`src/rtl/rvh_noc_pkg.sv`:
```
// =============================================================================
// Module   : rvh_noc_pkg
// Shared NoC router types: output-port id, VC count and VC id type.
// Revision : 1.0 - initial release
// =============================================================================
`default_nettype none

package rvh_noc_pkg;

   typedef enum logic [2:0] {
      PORT_LOCAL = 3'd0,
      PORT_NORTH = 3'd1,
      PORT_EAST  = 3'd2,
      PORT_SOUTH = 3'd3,
      PORT_WEST  = 3'd4
   } io_port_t;

   localparam int VC_NUM  = 4;
   localparam int VC_ID_W = $clog2(VC_NUM);

   typedef logic [VC_ID_W-1:0] vc_id_t;

endpackage

`default_nettype wire

```
`src/rtl/noc_vc_fifo.sv`:
```
// =============================================================================
// Module   : noc_vc_fifo
// Single virtual-channel FIFO with count-based empty/full and wrap-at-depth pointers.
// Revision : 1.0 - initial release
// =============================================================================
`default_nettype none

module noc_vc_fifo
   import rvh_noc_pkg::*;
#(
   parameter type ENTRY_T = logic [7:0],
   parameter int  DEPTH   = 2
)(
   input  logic   clk,
   input  logic   rstn,
   input  logic   push,
   input  logic   pop,
   input  ENTRY_T data_i,
   output ENTRY_T data_o,
   output logic   empty,
   output logic   full
);

   localparam int PTR_W = (DEPTH > 1) ? $clog2(DEPTH) : 1;
   localparam int CNT_W = $clog2(DEPTH + 1);

   ENTRY_T             r_mem [DEPTH];
   logic [PTR_W-1:0]   r_rd_ptr;
   logic [PTR_W-1:0]   r_wr_ptr;
   logic [CNT_W-1:0]   r_count;
   logic               w_do_pop;
   logic               w_do_push;

   function automatic logic [PTR_W-1:0] ptr_inc(input logic [PTR_W-1:0] p);
      return (p == PTR_W'(DEPTH - 1)) ? '0 : p + 1'b1;
   endfunction

   assign empty     = (r_count == '0);
   assign full      = (r_count == CNT_W'(DEPTH));
   assign w_do_pop  = pop && !empty;
   // A pop in the same cycle frees the slot a full FIFO would otherwise refuse.
   assign w_do_push = push && (!full || w_do_pop);
   assign data_o    = r_mem[r_rd_ptr];

   always_ff @(posedge clk) begin
      if (!rstn) begin
         r_rd_ptr <= '0;
         r_wr_ptr <= '0;
         r_count  <= '0;
      end else begin
         if (w_do_push) r_wr_ptr <= ptr_inc(r_wr_ptr);
         if (w_do_pop)  r_rd_ptr <= ptr_inc(r_rd_ptr);
         case ({w_do_push, w_do_pop})
            2'b10:   r_count <= r_count + 1'b1;
            2'b01:   r_count <= r_count - 1'b1;
            default: r_count <= r_count;
         endcase
      end
   end

   always_ff @(posedge clk) begin
      if (w_do_push) r_mem[r_wr_ptr] <= data_i;
   end

endmodule

`default_nettype wire

```
`src/rtl/input_port_vc_buffer.sv`:
```
// =============================================================================
// Module   : input_port_vc_buffer
// Router input-port per-VC flit storage with head presentation and credit return.
// Revision : 1.0 - initial release
// =============================================================================
`default_nettype none

module input_port_vc_buffer
   import rvh_noc_pkg::*;
#(
   parameter type flit_payload_t = logic [255:0],
   parameter int  VC_NUM         = 4,
   parameter int  VC_DEPTH       = 2,
   localparam int VC_ID_W        = $clog2(VC_NUM)
)(
   input  logic                         clk,
   input  logic                         rstn,
   input  logic                         flit_v_i,
   input  flit_payload_t                flit_i,
   input  logic [VC_ID_W-1:0]           flit_vc_id_i,
   input  io_port_t                     flit_look_ahead_routing_i,
   input  logic [VC_NUM-1:0]            pop_i,
   output logic [VC_NUM-1:0]            head_v_o,
   output flit_payload_t [VC_NUM-1:0]   head_flit_o,
   output io_port_t [VC_NUM-1:0]        head_lar_o,
   output logic                         credit_v_o,
   output logic [VC_ID_W-1:0]           credit_vc_id_o
);

   typedef struct packed {
      io_port_t      lar;
      flit_payload_t flit;
   } entry_t;

   entry_t              w_wr_entry;
   logic                w_vc_ok;
   logic [VC_NUM-1:0]   w_push;
   logic [VC_NUM-1:0]   w_empty;
   logic [VC_NUM-1:0]   w_full;
   logic [VC_NUM-1:0]   w_pop_ok;
   logic                r_credit_v;
   logic [VC_ID_W-1:0]  r_credit_vc_id;

   function automatic logic [VC_ID_W-1:0] first_set(input logic [VC_NUM-1:0] vec);
      logic [VC_ID_W-1:0] idx;
      idx = '0;
      for (int i = VC_NUM - 1; i >= 0; i--) begin
         if (vec[i]) idx = VC_ID_W'(i);
      end
      return idx;
   endfunction

   assign w_wr_entry.lar  = flit_look_ahead_routing_i;
   assign w_wr_entry.flit = flit_i;
   assign w_vc_ok         = (32'(flit_vc_id_i) < VC_NUM);
   // Pops of empty VCs are ignored and must not produce a credit.
   assign w_pop_ok        = pop_i & ~w_empty;
   assign head_v_o        = ~w_empty;

   for (genvar v = 0; v < VC_NUM; v++) begin : g_vc
      entry_t w_head;

      assign w_push[v] = flit_v_i && w_vc_ok && (32'(flit_vc_id_i) == v);

      noc_vc_fifo #(
         .ENTRY_T (entry_t),
         .DEPTH   (VC_DEPTH)
      ) u_fifo (
         .clk    (clk),
         .rstn   (rstn),
         .push   (w_push[v]),
         .pop    (pop_i[v]),
         .data_i (w_wr_entry),
         .data_o (w_head),
         .empty  (w_empty[v]),
         .full   (w_full[v])
      );

      assign head_flit_o[v] = w_head.flit;
      assign head_lar_o[v]  = w_head.lar;
   end

   always_ff @(posedge clk) begin
      if (!rstn) begin
         r_credit_v     <= 1'b0;
         r_credit_vc_id <= '0;
      end else begin
         r_credit_v <= |w_pop_ok;
         if (|w_pop_ok) r_credit_vc_id <= first_set(w_pop_ok);
      end
   end

   assign credit_v_o     = r_credit_v;
   assign credit_vc_id_o = r_credit_vc_id;

   always_ff @(posedge clk) begin
      if (rstn) begin
         assert ($onehot0(pop_i))
            else $warning("%m: pop_i not one-hot0 (%b)", pop_i);
         assert ((pop_i & w_empty) == '0)
            else $warning("%m: pop of empty VC ignored (pop=%b)", pop_i);
         assert ((w_push & w_full & ~w_pop_ok) == '0)
            else $warning("%m: push to full VC %0d dropped", flit_vc_id_i);
         assert (!(flit_v_i && !w_vc_ok))
            else $warning("%m: push to out-of-range VC %0d dropped", flit_vc_id_i);
      end
   end

endmodule

`default_nettype wire

```
`config.mk`:
```
export PLATFORM = sky130hd
export DESIGN_NAME = input_port_vc_buffer
export DESIGN_NICKNAME = d
export VERILOG_FILES = /design/src/rtl/rvh_noc_pkg.sv /design/src/rtl/noc_vc_fifo.sv /design/src/rtl/input_port_vc_buffer.sv
export SDC_FILE = /design/constraint.sdc
export NUM_CORES = 2
export LEC_CHECK = 0
export CAP_MARGIN = 25
export CORE_AREA = 2 2 503 505
export CTS_BUF_LIST = sky130_fd_sc_hd__clkbuf_2 sky130_fd_sc_hd__clkbuf_4 sky130_fd_sc_hd__clkbuf_8
export DETAILED_ROUTE_END_ITERATION = 10
export DIE_AREA = 0 0 505 507
export HOLD_SLACK_MARGIN = 0.1
export PLACE_DENSITY_LB_ADDON = 0.08
export SYNTH_ARGS = -nofsm -noshare
export SYNTH_HDL_FRONTEND = slang
export SYNTH_SLANG_ARGS = --single-unit
```
`constraint.sdc`:
```
create_clock -name clk -period 15.15 [get_ports clk]
set_clock_uncertainty 0.1 [all_clocks]
set_input_delay 1.515 -clock clk [delete_from_list [all_inputs] [get_ports clk]]
set_output_delay 1.515 -clock clk [all_outputs]
set_load 0.02 [all_outputs]
```
**After elaboration in Yosys (flattened, before gate mapping)**

Memory sizes are Yosys's and may differ from the RTL's. A register that Yosys moved wholly into a read port is not among the register bits.
Index checks and enable logic that the tools add are counted.
W data, S select, Z words.

- Add/sub/neg operators: 16
- Eq/ne operators: 15
- Multiplexer cells: 32
- Bitwise operators: 2
- Reduce and logical (&&, ||, !) cells: 34

Operators with widths:

| cell | number |
|---|---|
| $mux W1 | 24 |
| $eq A2 B2 Y1 const B | 10 |
| $pmux W2 S2 | 4 |
| $logic_and A1 B1 Y1 | 12 |
| $eq A2 B1 Y1 const B | 5 |
| $logic_not A2 Y1 | 5 |
| $add A1 B1 Y1 const B | 8 |
| $add A2 B1 Y2 const B | 4 |
| $logic_not A1 Y1 | 8 |
| $mux W2 | 4 |
| $reduce_bool A2 Y1 | 4 |
| $sub A2 B1 Y2 const B | 4 |
| $and A4 B4 Y4 | 1 |
| $logic_or A1 B1 Y1 | 4 |
| $not A4 Y4 | 1 |
| $reduce_or A4 Y1 | 1 |

- Bits in registers: 19
- Bits in writable memories: 2072
- Input bits: 268
- Output and inout port bits: 1043
- Logic and storage cells: 117
- Memories: 4

Memories:

| name | words | width | rd ports | clocked after memory_dff | wr ports | line | text |
|---|---|---|---|---|---|---|---|
| g_vc[0].u_fifo.r_mem | 2 | 259 | 1 | 1 | 1 | noc_vc_fifo.sv:27 | `ENTRY_T r_mem [DEPTH];` |
| g_vc[1].u_fifo.r_mem | 2 | 259 | 1 | 1 | 1 | noc_vc_fifo.sv:27 |  |
| g_vc[2].u_fifo.r_mem | 2 | 259 | 1 | 1 | 1 | noc_vc_fifo.sv:27 |  |
| g_vc[3].u_fifo.r_mem | 2 | 259 | 1 | 1 | 1 | noc_vc_fifo.sv:27 |  |

**Depth between registers and ports, before layout**

- Depth in word-level cells: 7
- Depth in mapped cells: 6
- Gate-level depth less buffers: 6

**By module**

A second synthesis with hierarchy kept.

- Cells, all modules: 3368
- Area, all modules: 79268.5 sq um

Modules (own cells, without submodules):

| module | instances | cells each | area each (sq um) |
|---|---|---|---|
| noc_vc_fifo | 4 | 836 | 19772.7 |
| input_port_vc_buffer | 1 | 24 | 177.7 |

**Worst setup path after synthesis**

No wires, ideal clock.

- Path type: in2reg
- Start point: input flit_vc_id_i[1]
- End point: memory g_vc[0].u_fifo.r_mem[0][0] (netlist bit), enable pin
- Library setup time: 0.884 ns
- Arrival time: 12.718 ns
- Slack: 1.448 ns
- Stages on the path: 3
- Path buffers: 0
- Cells stage by stage: nand2b_1 -> a211o_1 -> nor2_1

- Cells in the longest elaborated chain, start to end: 5

RTL lines:

| item | line | text |
|---|---|---|
| start: declaration | input_port_vc_buffer.sv:20 | `input logic [VC_ID_W-1:0] flit_vc_id_i,` |
| $logic_not A2 Y1 | input_port_vc_buffer.sv:63 | `assign w_push[v] = flit_v_i && w_vc_ok && (32'(flit_vc_id_i) == v);` |
| $logic_and A1 B1 Y1 | input_port_vc_buffer.sv:63 |  |
| $logic_and A1 B1 Y1 | noc_vc_fifo.sv:42 | `assign w_do_push = push && (!full \|\| w_do_pop);` |
| $mux W1 | noc_vc_fifo.sv:62 | `if (w_do_push) r_mem[r_wr_ptr] <= data_i;` |
| $mux W1 (not written as such) | noc_vc_fifo.sv:62 |  |
| end: declaration | noc_vc_fifo.sv:27 |  |

No other way between the ends.

==> results_tabular.tex <==
\begin{tabular}{lr}
\hline
Metric & Value \\
\hline
\multicolumn{2}{l}{\textbf{GRT}} \\
Antenna violations before repair & 42 \\
Leftover overflow at the end of global routing & 0 \\
Pin count of the biggest net entering global routing & 111 \\
Number of global-route vias before repair & 40,400 \\
All-layer global routing usage & 19.1\% \\
First-pass GRT wire length & 339,000 um \\
\multicolumn{2}{l}{\textbf{Power}} \\
Leakage power & 32.4 nW \\
Pwr/cell area & 138 nW/um\^{}2 \\
Worst IR Drop VDD & 69.2 uV \\
\multicolumn{2}{l}{\textbf{Worst setup path}} \\
Reg-to-reg setup timing slack & 11.18 ns \\
Worst Setup EP & head\_flit\_o[102] \\
R2R cell count & 6 \\
Launch instance of the worst register-to-register path & g\_vc[2].u\_fifo.r\_count[0] \\
Cell repeated most along the worst path & sky130\_fd\_sc\_hd\_\_buf\_4 \\
Max stage delay cell, worst path & sky130\_fd\_sc\_hd\_\_dfxtp\_4 \\
Worst setup path category & reg -> out \\
Largest fanout of any net on the critical path & 58 \\
Worst endpoint required time & 13.54 ns \\
Crit path DAT & 4.63 ns \\
Worst-path cell chain & buf\_4 -> buf\_4 -> mux2\_1 -> clkdlybuf4s50\_1 \\
Critical Path End Type & output port \\
Startpoint type of the worst setup path & register \\
End of the worst register-to-register path & g\_vc[2].u\_fifo.r\_mem[1][217] \\
Stage delay of the slowest cell on the critical path & 0.87 ns \\
\multicolumn{2}{l}{\textbf{Timing}} \\
Final critical delay including setup and external delays & 6.24 ns \\
Total of endpoints with negative setup slack in the final report & 0 \\
Setup tns final & 0 ns \\
Share of the clock period used by the worst path after layout & 41.2\% \\
Worst relative slew slack & 27.2\% \\
Hold Vio Cnt, Final & 0 \\
Actual slew at the worst max-slew pin & 1.09 ns \\
Unrepaired setup endpoints after global routing & no \\
Max-slew violation count & 0 \\
Max Clk Rate & 160 MHz \\
\multicolumn{2}{l}{\textbf{Clock tree}} \\
Number of levels in the clock H-tree & 5 \\
CTS sink cnt & 2,095 \\
Number of buffers between clock root and the deepest sink & 4 \\
Post-CTS clock slew at the launch and capture registers of the worst setup and hold paths & 0.06 ns \\
Setup bufs post-CTS & 0 \\
Number of buffers created by CTS & 380 \\
Hold bufs inserted after CTS & 0 \\
Post-CTS Resized & 0 \\
CTS tree & done \\
Skew-Pair Late Insertion Delay & 1.06 ns \\
Cell at the root of the clock tree & sky130\_fd\_sc\_hd\_\_clkbuf\_8 \\
\multicolumn{2}{l}{\textbf{Yosys}} \\
Number of distinct library cells after synthesis & 30 \\
Primary flip-flop cell chosen by synthesis mapping & sky130\_fd\_sc\_hd\_\_edfxtp\_1 \\
Number of synthesized flops with an enable pin & 2,072 \\
Net count after synthesis & 3,612 \\
Post-synthesis area per instance & 22.8 um\^{}2 \\
YS warnings & 0 \\
Synth Instances & 3,340 \\
Proportion of synthesized chip area in sequential cells & 82.4\% \\
Area fraction of the dominant cell type after synthesis & 81.8\% \\
Cell types occupying the most area after synthesis & sky130\_fd\_sc\_hd\_\_edfxtp\_1 82\%, sky130\_fd\_sc\_hd\_\_mux2\_1 12\%, sky130\_fd\_sc\_hd\_\_mux2\_2 2.9\% \\
Synth Cell Area & 76,100 um\^{}2 \\
Yosys top cell by area & sky130\_fd\_sc\_hd\_\_edfxtp\_1 \\
Flip-flop and latch count after synthesis & 2,095 \\
Async S/R FF share, synth & 0\% \\
\multicolumn{2}{l}{\textbf{Routing}} \\
Number of optimization iterations in the first detailed-route pass & 7 \\
Post-route antenna net violation count & 0 \\
Uppermost signal routing layer after detailed routing & met5 \\
DRC marker count from the first detailed-route iteration & 2,472 \\
Drt via density & 4.47 \\
Detailed-route wire length & 252,000 um \\
Post-DR wirelength/cell & 29.2 um \\
Wire length on met2 & 118,000 um \\
Detailed-routed wire length on met3 & 29,600 um \\
Post-Route M1 WL & 95,100 um \\
Count of unresolved DRC violations after routing & 0 \\
Total number of vias & 38,500 \\
\multicolumn{2}{l}{\textbf{Run}} \\
Number of max-cap violations & 0 \\
\multicolumn{2}{l}{\textbf{Finish}} \\
Post-route cell area & 99,800 um\^{}2 \\
Layout overhead on the synthesized area & 31.1\% \\
Number of nets in the finished design & 5,245 \\
Fraction of layout cells with a size suffix above 1 & 15.8\% \\
\multicolumn{2}{l}{\textbf{Die}} \\
Die Height & 507 um \\
Std-Cell Core Area & 250,000 um\^{}2 \\
Starting density of the core & 30.4\% \\
Horizontal extent of the die & 505 um \\
Num ports & 1,311 \\
Die ar. & 256,000 um\^{}2 \\
Row cnt & 184 \\
\multicolumn{2}{l}{\textbf{Run status}} \\
Status & completed \\
\multicolumn{2}{l}{\textbf{Place}} \\
Count of input and output buffers & 1,310 \\
HPWL Detailed & 169,000 um \\
Placed cell areas & 92,800 um\^{}2 \\
Final Wtd Congestion & 0.788 \\
\multicolumn{2}{l}{\textbf{Worst hold path}} \\
Classification of the worst-slack hold path & reg -> reg \\
\hline
\end{tabular}
## area by class of cell
type | count | area (um^2)
Timing Repair Buffer | 1369 | 13700
Sequential cell | 2095 | 62700
Multi-Input combinational cell | 1119 | 12300
Fill cell | 23000 | 151000
Clock buffer | 505 | 6180
Inverter | 8 | 30.0
Antenna cell | 11 | 27.5
Tap cell | 3348 | 4190
Clock inverter | 154 | 729
## kinds of logic (layout without fill, tap and decap cells)
group	after synthesis	in the layout	share of synthesized area [%]
flops	2095	2095	82.4
compound gates	17	17	0.146
xor+xnor	12	12	0.138
buf+inv	126	2036	1.58
other cells	0	11	0
mux	1040	1040	15.4
fa+ha+maj	4	4	0.0658
simple gates	46	46	0.319
## cell usage after synthesis, drive strengths merged (4+ instances only)
master  count
o21ai       8
nor2       10
mux2i       4
nand2       9
a21boi      4
buf       116
mux2     1036
or2         4
edfxtp   2072
inv         8
and2       10
xnor2      12
or3         4
dfxtp      23
ha          4
## placed cells by master, fill, tap and decap left out, types with 3 or more instances in the layout
| cell | netlist | final |
|---|---|---|
| sky130_fd_sc_hd__and2_1 | 10 | 10 |
| sky130_fd_sc_hd__ha_1 | 4 | 4 |
| sky130_fd_sc_hd__o21ai_1 | 3 | 3 |
| sky130_fd_sc_hd__or3_1 | 4 | 4 |
| sky130_fd_sc_hd__xnor2_1 | 12 | 12 |
| sky130_fd_sc_hd__mux2_1 | 840 | 840 |
| sky130_fd_sc_hd__inv_1 | 5 | 5 |
| sky130_fd_sc_hd__inv_2 | 3 | 3 |
| sky130_fd_sc_hd__a21boi_1 | 4 | 4 |
| sky130_fd_sc_hd__mux2_2 | 196 | 196 |
| sky130_fd_sc_hd__clkdlybuf4s50_1 | 0 | 1310 |
| sky130_fd_sc_hd__clkinv_2 | 0 | 35 |
| sky130_fd_sc_hd__buf_12 | 0 | 6 |
| sky130_fd_sc_hd__clkbuf_4 | 0 | 123 |
| sky130_fd_sc_hd__buf_4 | 4 | 52 |
| sky130_fd_sc_hd__diode_2 | 0 | 11 |
| sky130_fd_sc_hd__inv_6 | 0 | 6 |
| sky130_fd_sc_hd__dfxtp_1 | 23 | 19 |
| sky130_fd_sc_hd__nand2_1 | 9 | 9 |
| sky130_fd_sc_hd__clkinvlp_4 | 0 | 3 |
| sky130_fd_sc_hd__or2_2 | 4 | 4 |
| sky130_fd_sc_hd__mux2i_1 | 4 | 4 |
| sky130_fd_sc_hd__clkinv_1 | 0 | 105 |
| sky130_fd_sc_hd__clkbuf_8 | 0 | 382 |
| sky130_fd_sc_hd__dfxtp_4 | 0 | 4 |
| sky130_fd_sc_hd__o21ai_0 | 5 | 5 |
| sky130_fd_sc_hd__nor2_4 | 0 | 8 |
| sky130_fd_sc_hd__edfxtp_1 | 2072 | 2072 |
## metal layers
layer | vias up | global-route usage, %
met5 | - | 0
met4 | 34 | 7.12
met3 | 406 | 10.1
met2 | 1495 | 30.8
met1 | 19900 | 21.4
li1 | 16700 | -
## state kept, by name (all words and copies together) (netlist names), named ones only
name and count:
g_vc.u_fifo.r_mem 2072, credit_vc_id_o 2, g_vc.u_fifo.r_rd_ptr 4, credit_v_o 1, g_vc.u_fifo.r_wr_ptr 4, g_vc.u_fifo.r_count 8
## metrics by stage
step	power (mW)	hold WS [ns]	setup WS [ns]	instances	util (%)
floorplan	7.84	0.351	1.45	3340	-
CTS	14.0	0.414	8.67	8597	39.8
detailed placement	8.99	0.396	9.48	7938	37.1
finish	13.8	0.412	8.91	8609	39.8
global placement	9.00	0.390	9.49	7938	37.1
global route	14.4	0.442	8.61	8605	39.8
## where the power goes
| part | switching (mW) | total (mW) | leakage (nW) | internal (mW) |
|---|---|---|---|---|
| registers | 0.0604 | 6.58 | 19.0 | 6.52 |
| clock network | 2.31 | 4.97 | 3.68 | 2.65 |
| logic | 1.33 | 2.25 | 9.71 | 0.920 |
| total | 3.70 | 13.8 | 32.4 | 10.1 |
## critical path, delay by kind of cell (launching register included)
kind	cells	cell delay, ns
buffers and inverters	3	2.01
flip-flops	1	0.87
multiplexers	1	0.43
## how the worst min path moves through the flow
stage                               from                   endpoint  slack, ns  cells after the start
2_1_floorplan    g_vc[0].u_fifo.r_wr_ptr    g_vc[0].u_fifo.r_wr_ptr       0.35                      2
3_3_place_gp   g_vc[2].u_fifo.r_count[1]  g_vc[2].u_fifo.r_count[1]       0.39                      2
3_5_place_dp   g_vc[2].u_fifo.r_count[1]  g_vc[2].u_fifo.r_count[1]       0.40                      2
4_1_cts        g_vc[2].u_fifo.r_count[1]  g_vc[2].u_fifo.r_count[1]       0.41                      2
5_1_grt          g_vc[1].u_fifo.r_wr_ptr    g_vc[1].u_fifo.r_wr_ptr       0.44                      2
6_report       g_vc[2].u_fifo.r_count[1]  g_vc[2].u_fifo.r_count[1]       0.41                      2
Power figures use the tool's default switching activity.
